**src/rtl/mem_port_arbiter.sv**
```systemverilog
// Shares one Gowin_DPB_16k port between the arduino_io side (requester 0) and the
// processor_core side (requester 1): one command at a time, registered read return.

module mem_port_arbiter_rd (
  input  logic       clk,
  input  logic       rst_n,
  input  logic       cap_i,
  input  logic [7:0] din_i,
  output logic       rvalid_o,
  output logic [7:0] rdata_o
);
  logic       rvalid_q;
  logic [7:0] rdata_q;

  always_ff @(posedge clk or negedge rst_n) begin
    if (!rst_n) begin
      rvalid_q <= 1'b0;
      rdata_q  <= '0;
    end else begin
      rvalid_q <= cap_i;
      if (cap_i) rdata_q <= din_i;
    end
  end

  assign rvalid_o = rvalid_q;
  assign rdata_o  = rdata_q;
endmodule

module mem_port_arbiter #(
  parameter int READ_LATENCY   = 1,
  parameter int FIXED_PRIORITY = 0
) (
  input  logic        sysclk,
  input  logic        arduino_reset,
  input  logic        req0_req,
  input  logic        req0_we,
  input  logic [13:0] req0_addr,
  input  logic [7:0]  req0_wdata,
  output logic        req0_gnt,
  output logic        req0_rvalid,
  output logic [7:0]  req0_rdata,
  input  logic        req1_req,
  input  logic        req1_we,
  input  logic [13:0] req1_addr,
  input  logic [7:0]  req1_wdata,
  output logic        req1_gnt,
  output logic        req1_rvalid,
  output logic [7:0]  req1_rdata,
  output logic [13:0] mem_ad,
  output logic [7:0]  mem_din,
  output logic        mem_wre,
  output logic        mem_ce,
  output logic        mem_oce,
  output logic        mem_clk,
  input  logic [7:0]  mem_dout,
  output logic        busy
);
  localparam int         NUM_REQ = 2;
  localparam logic [1:0] RL      = 2'(READ_LATENCY);

  if (READ_LATENCY != 1 && READ_LATENCY != 2) begin : g_bad_rl
    $error("mem_port_arbiter: READ_LATENCY must be 1 or 2");
  end

  typedef enum logic [1:0] {S_IDLE, S_ISSUE, S_WAIT} state_e;
  typedef struct packed {
    logic        we;
    logic [13:0] addr;
    logic [7:0]  wdata;
  } cmd_t;

  state_e                    state_q, state_d;
  logic [1:0]                cnt_q, cnt_d;
  logic                      last_q, last_d;
  logic                      win_q, win_d;
  logic                      pick;
  cmd_t                      cmd_q, cmd_d;
  logic [NUM_REQ-1:0]        req, gnt, cap, rvalid;
  cmd_t [NUM_REQ-1:0]        req_cmd;
  logic [NUM_REQ-1:0][7:0]   rdata;

  assign req        = {req1_req, req0_req};
  assign req_cmd[0] = {req0_we, req0_addr, req0_wdata};
  assign req_cmd[1] = {req1_we, req1_addr, req1_wdata};

  always_ff @(posedge sysclk or negedge arduino_reset) begin
    if (!arduino_reset) begin
      state_q <= S_IDLE;
      cnt_q   <= '0;
      last_q  <= 1'b1;
      win_q   <= 1'b0;
      cmd_q   <= '0;
    end else begin
      state_q <= state_d;
      cnt_q   <= cnt_d;
      last_q  <= last_d;
      win_q   <= win_d;
      cmd_q   <= cmd_d;
    end
  end

  // On a conflict round-robin favours whoever did not win last time.
  always_comb begin
    pick = 1'b0;
    if (req == 2'b10)      pick = 1'b1;
    else if (req == 2'b11) pick = (FIXED_PRIORITY != 0) ? 1'b0 : ~last_q;
  end

  always_comb begin
    state_d = state_q;
    cnt_d   = cnt_q;
    last_d  = last_q;
    win_d   = win_q;
    cmd_d   = cmd_q;
    gnt     = '0;
    cap     = '0;
    mem_ce  = 1'b0;
    mem_wre = 1'b0;
    mem_oce = 1'b0;
    unique case (state_q)
      S_IDLE: begin
        if (|req) begin
          win_d   = pick;
          last_d  = pick;
          cmd_d   = req_cmd[pick];
          state_d = S_ISSUE;
        end
      end
      S_ISSUE: begin
        gnt[win_q] = 1'b1;
        mem_ce     = 1'b1;
        mem_wre    = cmd_q.we;
        if (cmd_q.we) begin
          state_d = S_IDLE;
        end else begin
          cnt_d   = RL;
          state_d = S_WAIT;
        end
      end
      S_WAIT: begin
        mem_oce = 1'b1;
        cnt_d   = cnt_q - 2'd1;
        if (cnt_q == 2'd1) begin
          cap[win_q] = 1'b1;
          state_d    = S_IDLE;
        end
      end
      default: state_d = S_IDLE;
    endcase
  end

  for (genvar i = 0; i < NUM_REQ; i++) begin : g_rd
    mem_port_arbiter_rd u_rd (
      .clk      (sysclk),
      .rst_n    (arduino_reset),
      .cap_i    (cap[i]),
      .din_i    (mem_dout),
      .rvalid_o (rvalid[i]),
      .rdata_o  (rdata[i])
    );
  end

  // Address/data simply hold the last command; ce/wre/oce gate all activity.
  assign mem_ad      = cmd_q.addr;
  assign mem_din     = cmd_q.wdata;
  assign mem_clk     = sysclk;
  assign busy        = (state_q != S_IDLE);
  assign req0_gnt    = gnt[0];
  assign req1_gnt    = gnt[1];
  assign req0_rvalid = rvalid[0];
  assign req1_rvalid = rvalid[1];
  assign req0_rdata  = rdata[0];
  assign req1_rdata  = rdata[1];
endmodule

```
**config.mk**
```make
export PLATFORM = sky130hd
export DESIGN_NAME = mem_port_arbiter
export DESIGN_NICKNAME = d
export VERILOG_FILES = /design/src/rtl/mem_port_arbiter.sv
export SDC_FILE = /design/constraint.sdc
export NUM_CORES = 1
export LEC_CHECK = 0
export ABC_AREA = 1
export CAP_MARGIN = 40
export CORE_UTILIZATION = 44
export CTS_BUF_LIST = sky130_fd_sc_hd__clkbuf_4
export CTS_CLUSTER_DIAMETER = 30
export DETAILED_ROUTE_END_ITERATION = 8
export GPL_ROUTABILITY_DRIVEN = 0
export PLACE_DENSITY = 0.82
export SLEW_MARGIN = 40
export SYNTH_ARGS = -nofsm -noshare
export SYNTH_HDL_FRONTEND = slang
export SYNTH_HIERARCHICAL = 1
export SYNTH_SLANG_ARGS = --single-unit
```
**constraint.sdc**
```tcl
create_clock -name sysclk -period 1.5 [get_ports sysclk]
set_input_delay 0.225 -clock sysclk [delete_from_list [all_inputs] [get_ports sysclk]]
set_output_delay 0.225 -clock sysclk [all_outputs]
set_load 0.005 [all_outputs]
```
==> results of run 1 <==
==> layout by cell type, fill, tap and decap left out, drive strengths merged, types with 2 or more instances in the layout <==
cell,Yosys,layout
nand2,126,126
nand3,47,47
nor2,8,8
inv,57,57
dfrtp,46,46
clkinv,0,2
dlygate4sd2,0,41
o21ai,2,2
clkdlybuf4s50,0,56
clkbuf,0,9
nor3,2,2
buf,36,40
==> cell type report <==
cell class / instances / area [um2]
repair buffers: 137 / 1250
fillers: 463 / 1630
flip-flops and latches: 47 / 1180
inverters: 57 / 216
clock buffers: 10 / 76.3
well taps: 70 / 87.6
clock inverters: 2 / 8.76
multi-input cells: 188 / 831
==> cell families after synthesis <==
family,count (synthesis),share of synthesized area [%]
simple gates,184,31.7
buf+inv,93,19.7
flops,47,47.4
compound gates,3,0.706
fa+ha+maj,1,0.504
==> synth_stat cells <==
cell / count
buf_4: 27
nand4_1: 1
nor2_1: 6
dfrtp_1: 46
nor2_8: 1
dfstp_2: 1
nand2_2: 3
nor2_4: 1
nand2_1: 123
buf_2: 5
ha_1: 1
inv_2: 2
inv_1: 54
a21boi_0: 1
buf_6: 4
nor3_1: 2
nand3_1: 47
o21ai_0: 2
inv_4: 1
==> worst register-to-register path: stages (launching register included) <==
cell	delay, ns
dfrtp_1	0.41
buf_4	0.15
nor2_4	0.10
inv_1	0.09
nor3_1	0.16
buf_4	0.21
inv_2	0.09
nand2_1	0.06
nand2_1	0.05
==> report_power, final <==
group | leakage, nW | internal [W] | total [W] | switching, W
sequential | 0.570 | 0.00189 | 0.00222 | 0.000331
combinational | 1.44 | 0.00154 | 0.00292 | 0.00139
clock | 0.0521 | 0.000308 | 0.000724 | 0.000416
total | 2.06 | 0.00373 | 0.00586 | 0.00213
==> path summary, 6_finish.rpt <==
kind / startpoint / end / slack, ns / cells after the start
min: arduino_reset / g_rd[0].u_rd/rdata_o[5] / 0.26 / 2
min reg2reg: g_rd[0].u_rd/rdata_o[0] / g_rd[0].u_rd/rdata_o[0] / 0.48 / 2
max in group asynchronous: arduino_reset / mem_din[6] / 0.66 / 3
min in group sysclk: mem_dout[1] / g_rd[0].u_rd/rdata_o[1] / 0.33 / 3
max: state_q[0] / req1_gnt / 0.01 / 5
max reg2reg: state_q[0] / g_rd[1].u_rd/rdata_o[5] / 0.09 / 8
==> flip-flops by register name, indices dropped and copies added (netlist names) <==
signal / count
mem_ad: 14
state_q: 2
cmd_q: 1
win_q: 1
mem_din: 8
g_rd.u_rd/rdata_o: 16
g_rd.u_rd/rvalid_o: 2
cnt_q: 2
last_q: 1
==> timing repair <==
| action | in CTS | in global routing |
|---|---|---|
| setup endpoints to repair | 47 | 7 |
| gates resized for setup | 72 | 1 |
| endpoints found under the hold margin | 19 | 0 |
| pin swaps | 1 | 1 |
| hold buffers | 1 | 0 |
| buffers inserted | 11 | 4 |
| cloned | 0 | 0 |
==> metrics by stage <==
stage	hold WS (ns)	area (um2)	TNS (ns)
2_1_floorplan	-0.0706	2480	0
3_3_place_gp	0.222	3510	0
3_5_place_dp	0.222	3510	-0.0593
4_1_cts	0.259	3610	-0.00727
5_1_grt	0.269	3640	-0.269
6_report	0.256	3640	0
==> layer usage <==
metal / vias to the layer above / global-route usage (%)
met5: - / 0
li1: 1176 / -
met3: 5 / 8.93
met1: 1071 / 25.1
met4: 0 / 7.36
met2: 90 / 37.8
==> metrics.yaml, run 1 <==
final_layout:
  fin_cells: 511
  fin_nets: 499
  final_util_pct: 69.2
  layout-area-overhead-vs-synth_pct: 46.8
  drive_gt1_share_pct: 14.5
  diodes: 0
place:
  post-dp-hpwl_um: 4590
  post-place-cells: 484
  io_buffers: 104
  dp_slack_ns: -0.0126
detailed_routing:
  ant_nets: 0
  initialDrtViolationCount: 117
  vias_per_cell: 4.58
  wl_met3_um: 495
  wl_met1_um: 2490
  wl_um: 6020
  dr.pass1.iters: 4
  wire_per_inst_um: 11.8
  top_layer: "met4"
  met2WireLength_um: 2970
  via_count: 2342
  drcViolationCount: 0
floorplanning:
  num_rows: 26
  initial_core_util_pct: 47.1
  core_area_um2: 5270
  die_x_um: 77.1
  die_area_um2: 5950
  io_pins: 105
  die-height_um: 77.1
sta:
  grt_setup_unrepaired: "yes"
  finalSetupViolations: 0
  relSlewSlack_pct: 64.6
  layout_setup_ws_ns: 0.0111
  tightest_slew_ns: 0.531
  slew_viol_final: 0
  hold_viol: 0
  final.min_clock_period_ns: 1.49
  max_freq_mhz: 672
  fin_crit_sh_pct: 99.3
  fin_skew_ns: 0.0134
power:
  vdd_drop_max_uv: 653
  p_total_w: 0.00586
  p_leak_nw: 2.06
  powerDensity_nw_per_um2: 1610
yosys:
  yosys_warnings: 6
  netlist_area_um2: 2480
  synthCells: 328
  synth.largest_area_cell: "dfrtp_1"
  synth_cell_types: 19
  syn_avg_cell_area_um2: 7.57
  synth_top_cells_by_area: "dfrtp_1 46%, nand2_1 19%, nand3_1 9.5%"
  ys_seq_area_share_pct: 47.4
  synth_top_area_share_pct: 46.4
  syn_nets: 387
  synth_seq_cells: 47
setup_path:
  cp_cell_sequence: "inv_2 > nor2_4 > inv_2 > nor2_1 > buf_2"
  crit_top_cell: "inv_2"
  critPathLaunchType: "flop"
  critPathArrivalTime_ns: 1.26
  critical_path.top_delay_family: "flip-flops"
  end_kind: "output pin"
  slowest_stage: "dfrtp_1"
  worstSetupPathType: "flop to output pin"
  crit_path_max_incr_delay_ns: 0.39
  critPathMaxFanout: 3
  required_ns: 1.27
  timing.critical_path.buf_inv: 3
global_routing:
  grt_overflow: 0
  antenna_found_initial: 0
  grt_pass1_vias: 2232
  grt_pass1_wl_um: 10100
  grt_max_degree: 25
  grtUsageTotal_pct: 22.1
job:
  cap_violations: 0
clocking:
  insertion_delay_ns: 0.46
  cts_tree: "built"
  clk_pin_slew_ns: 0.14
outcome:
  status: "completed"
worst_hold_path:
  hp-class: "primary input to asynchronous set/reset pin"
Note: power is estimated with default switching activity, not from simulation.
==> run 2: changes to the inputs <==
--- a/config.mk
+++ b/config.mk
@@ -13,6 +13,8 @@
 export DETAILED_ROUTE_END_ITERATION = 8
 export GPL_ROUTABILITY_DRIVEN = 0
 export PLACE_DENSITY = 0.82
+export REMOVE_ABC_BUFFERS = 1
+export SETUP_SLACK_MARGIN = 0.1
 export SLEW_MARGIN = 40
 export SYNTH_ARGS = -nofsm -noshare
 export SYNTH_HDL_FRONTEND = slang
==> run 2 against run 1 <==
  * The flow now finishes with violations (setup timing)
  * Sequential power is essentially flat
  * Global-route usage grew 1.8 points
  * Utilization grew 5.2 points
  * Non-clock buffer count grew 17
  * Count of clock-buffer cells in the layout shrank 1
  * Clock power grew 48%
  * Register-to-register slack lost 0.06 ns
  * Combinational power grew 20%
  * Cell count grew 3.3%
  * Final area grew 7.5%
  * Sequential share of layout area shrank 2.2 points
  * Highest routed layer unchanged
  * Critical endpoint is now mem_wre
==> metrics.yaml, run 2 (synthesized netlist as in run 1, its figures left out) <==
sta:
  hold_viol: 0
  relSlewSlack_pct: 75.2
  finalSetupViolations: 3
  fin_skew_ns: 0.00900
  final.min_clock_period_ns: 1.52
  fin_crit_sh_pct: 101
  tightest_slew_ns: 0.372
  grt_setup_unrepaired: "yes"
  slew_viol_final: 0
  layout_setup_ws_ns: -0.0192
  max_freq_mhz: 658
setup_path:
  end_kind: "output pin"
  worstSetupPathType: "flop to output pin"
  r2r_cells: 9
  worstReg2RegStart: "state_q[0]"
  critPathMaxFanout: 3
  r2r_setup_slack_ns: 0.03
  rr_endpoint: "g_rd[0].u_rd/rdata_o[7]"
  critPathArrivalTime_ns: 1.29
  critPathLaunchType: "flop"
  required_ns: 1.27
power:
  p_sw_share_pct: 35.1
  vdd_drop_max_uv: 764
  powerDensity_nw_per_um2: 1740
  sequentialPowerShare_pct: 33.0
  pwr-share-comb_pct: 51.4
  clkPwrFrac_pct: 15.6
  p_leak_nw: 2.15
  internal-power_w: 0.00442
  switching_power_w: 0.00239
final_layout:
  fin_nets: 516
  final_util_pct: 74.3
  multi_input_area_um2: 857
  diodes: 0
  largest_register_ffs: 16
  drive_gt1_share_pct: 19.9
  layout-area-overhead-vs-synth_pct: 57.8
  final_cell_mix: "119 x nand2_1, 56 x clkdlybuf4s50_1, 50 x inv_1, 47 x nand3_1, 46 x dfrtp_1"
  final_common_cell: "nand2_1"
  seqCellArea_um2: 1180
  num-fill-cells: 415
global_routing:
  grtUsageTotal_pct: 23.9
  grt_overflow: 0
  grt_pass1_vias: 2424
  antenna_found_initial: 0
  grt_max_degree: 26
  grt_pass1_wl_um: 11100
floorplanning:
  core_area_um2: 5270
  die_area_um2: 5950
  initial_core_util_pct: 47.1
  num_rows: 26
  die-height_um: 77.1
  die_x_um: 77.1
  io_pins: 105
detailed_routing:
  initialDrtViolationCount: 139
  top_layer: "met4"
  wire_per_inst_um: 13.1
  vias_per_cell: 4.74
  wl_um: 6900
  wl_met1_um: 2780
  via_count: 2503
  wl_met3_um: 474
  ant_nets: 0
  dr.pass1.iters: 5
  met2WireLength_um: 3570
  drcViolationCount: 0
place:
  post-dp-hpwl_um: 4720
  io_buffers: 104
  dp_slack_ns: -0.0913
outcome:
  violations: "setup timing"
  status: "finished with violations"
clocking:
  cts_tree: "built"
  insertion_delay_ns: 0.47
  clk_pin_slew_ns: 0.14
job:
  cap_violations: 0
worst_hold_path:
  hp-class: "primary input to asynchronous set/reset pin"
run 2: cell count changes in the layout (fill, tap and decap cells not counted), moves of 3 or more:
cell and delta:
dlygate4sd2_1 -29, nand2_1 -4, buf_4 +10, nand2_2 +4
inv_6 +3, clkdlybuf4s15_1 +27, buf_6 +5
run 2: area by class of cell:
type                       instances  area share, %
clock buffer                       9           1.66
clock inverter                     3           1.72
inverter                          57           5.84
multi-input combinational        188           21.9
sequential                        47           30.1
tap                               70           2.24
timing repair buffer             154           36.6
run 2: worst max-delay path by stage:
stage,startpoint,endpoint,slack (ns)
final,state_q[0],mem_wre,-0.02
after global routing,state_q[0],mem_wre,-0.10
after CTS,state_q[0],mem_wre,-0.01
after detailed placement,req1_req,mem_ad[12],-0.09
after global placement,req1_req,mem_ad[9],-0.06
after floorplan,state_q[1],g_rd[0].u_rd/rdata_o[0],-0.21
run 2: repair_timing:
action | 4_1_cts | 5_1_grt
pin swaps | 2 | 3
setup buffers | 19 | 15
gates cloned | 0 | 1
setup endpoints to repair | 63 | 55
resized for setup | 80 | 43
hold buffers | 1 | 0
hold endpoints to repair | 46 | 0
run 2: critical path, stage by stage (launching register included):
cell and delay [ns]:
dfrtp_1 0.39, inv_2 0.07, nor2_4 0.11, inv_2 0.05
nor2_1 0.08, buf_2 0.13
run 2: power groups by stage:
stage	sequential, W	combinational, W	clock [W]
after CTS	0.00221	0.00301	0.00109
final	0.00225	0.00350	0.00107
after global placement	0.00225	0.00293	0.0000561
after global routing	0.00231	0.00385	0.00115
after floorplan	0.00226	0.00108	0
after detailed placement	0.00225	0.00303	0.0000561
run 2: through the flow:
| stage | hold WS [ns] | area (um2) | instances | TNS [ns] | power [W] |
|---|---|---|---|---|---|
| 2_1_floorplan | -0.0706 | 2210 | 292 | -3.44 | 0.00334 |
| 3_3_place_gp | 0.156 | 3480 | 481 | -1.39 | 0.00523 |
| 3_5_place_dp | 0.163 | 3480 | 481 | -1.77 | 0.00534 |
| 4_1_cts | 0.193 | 3720 | 512 | -0.00959 | 0.00631 |
| 5_1_grt | 0.202 | 3920 | 528 | -0.658 | 0.00731 |
| 6_report | 0.202 | 3920 | 528 | -0.0247 | 0.00682 |
run 2: per-layer routing:
metal | track usage (%) | vias to the layer above
met2 | 42.2 | 103
met3 | 5.36 | 7
met1 | 28.8 | 1183
met5 | 0 | -
met4 | 7.36 | 0
li1 | - | 1210
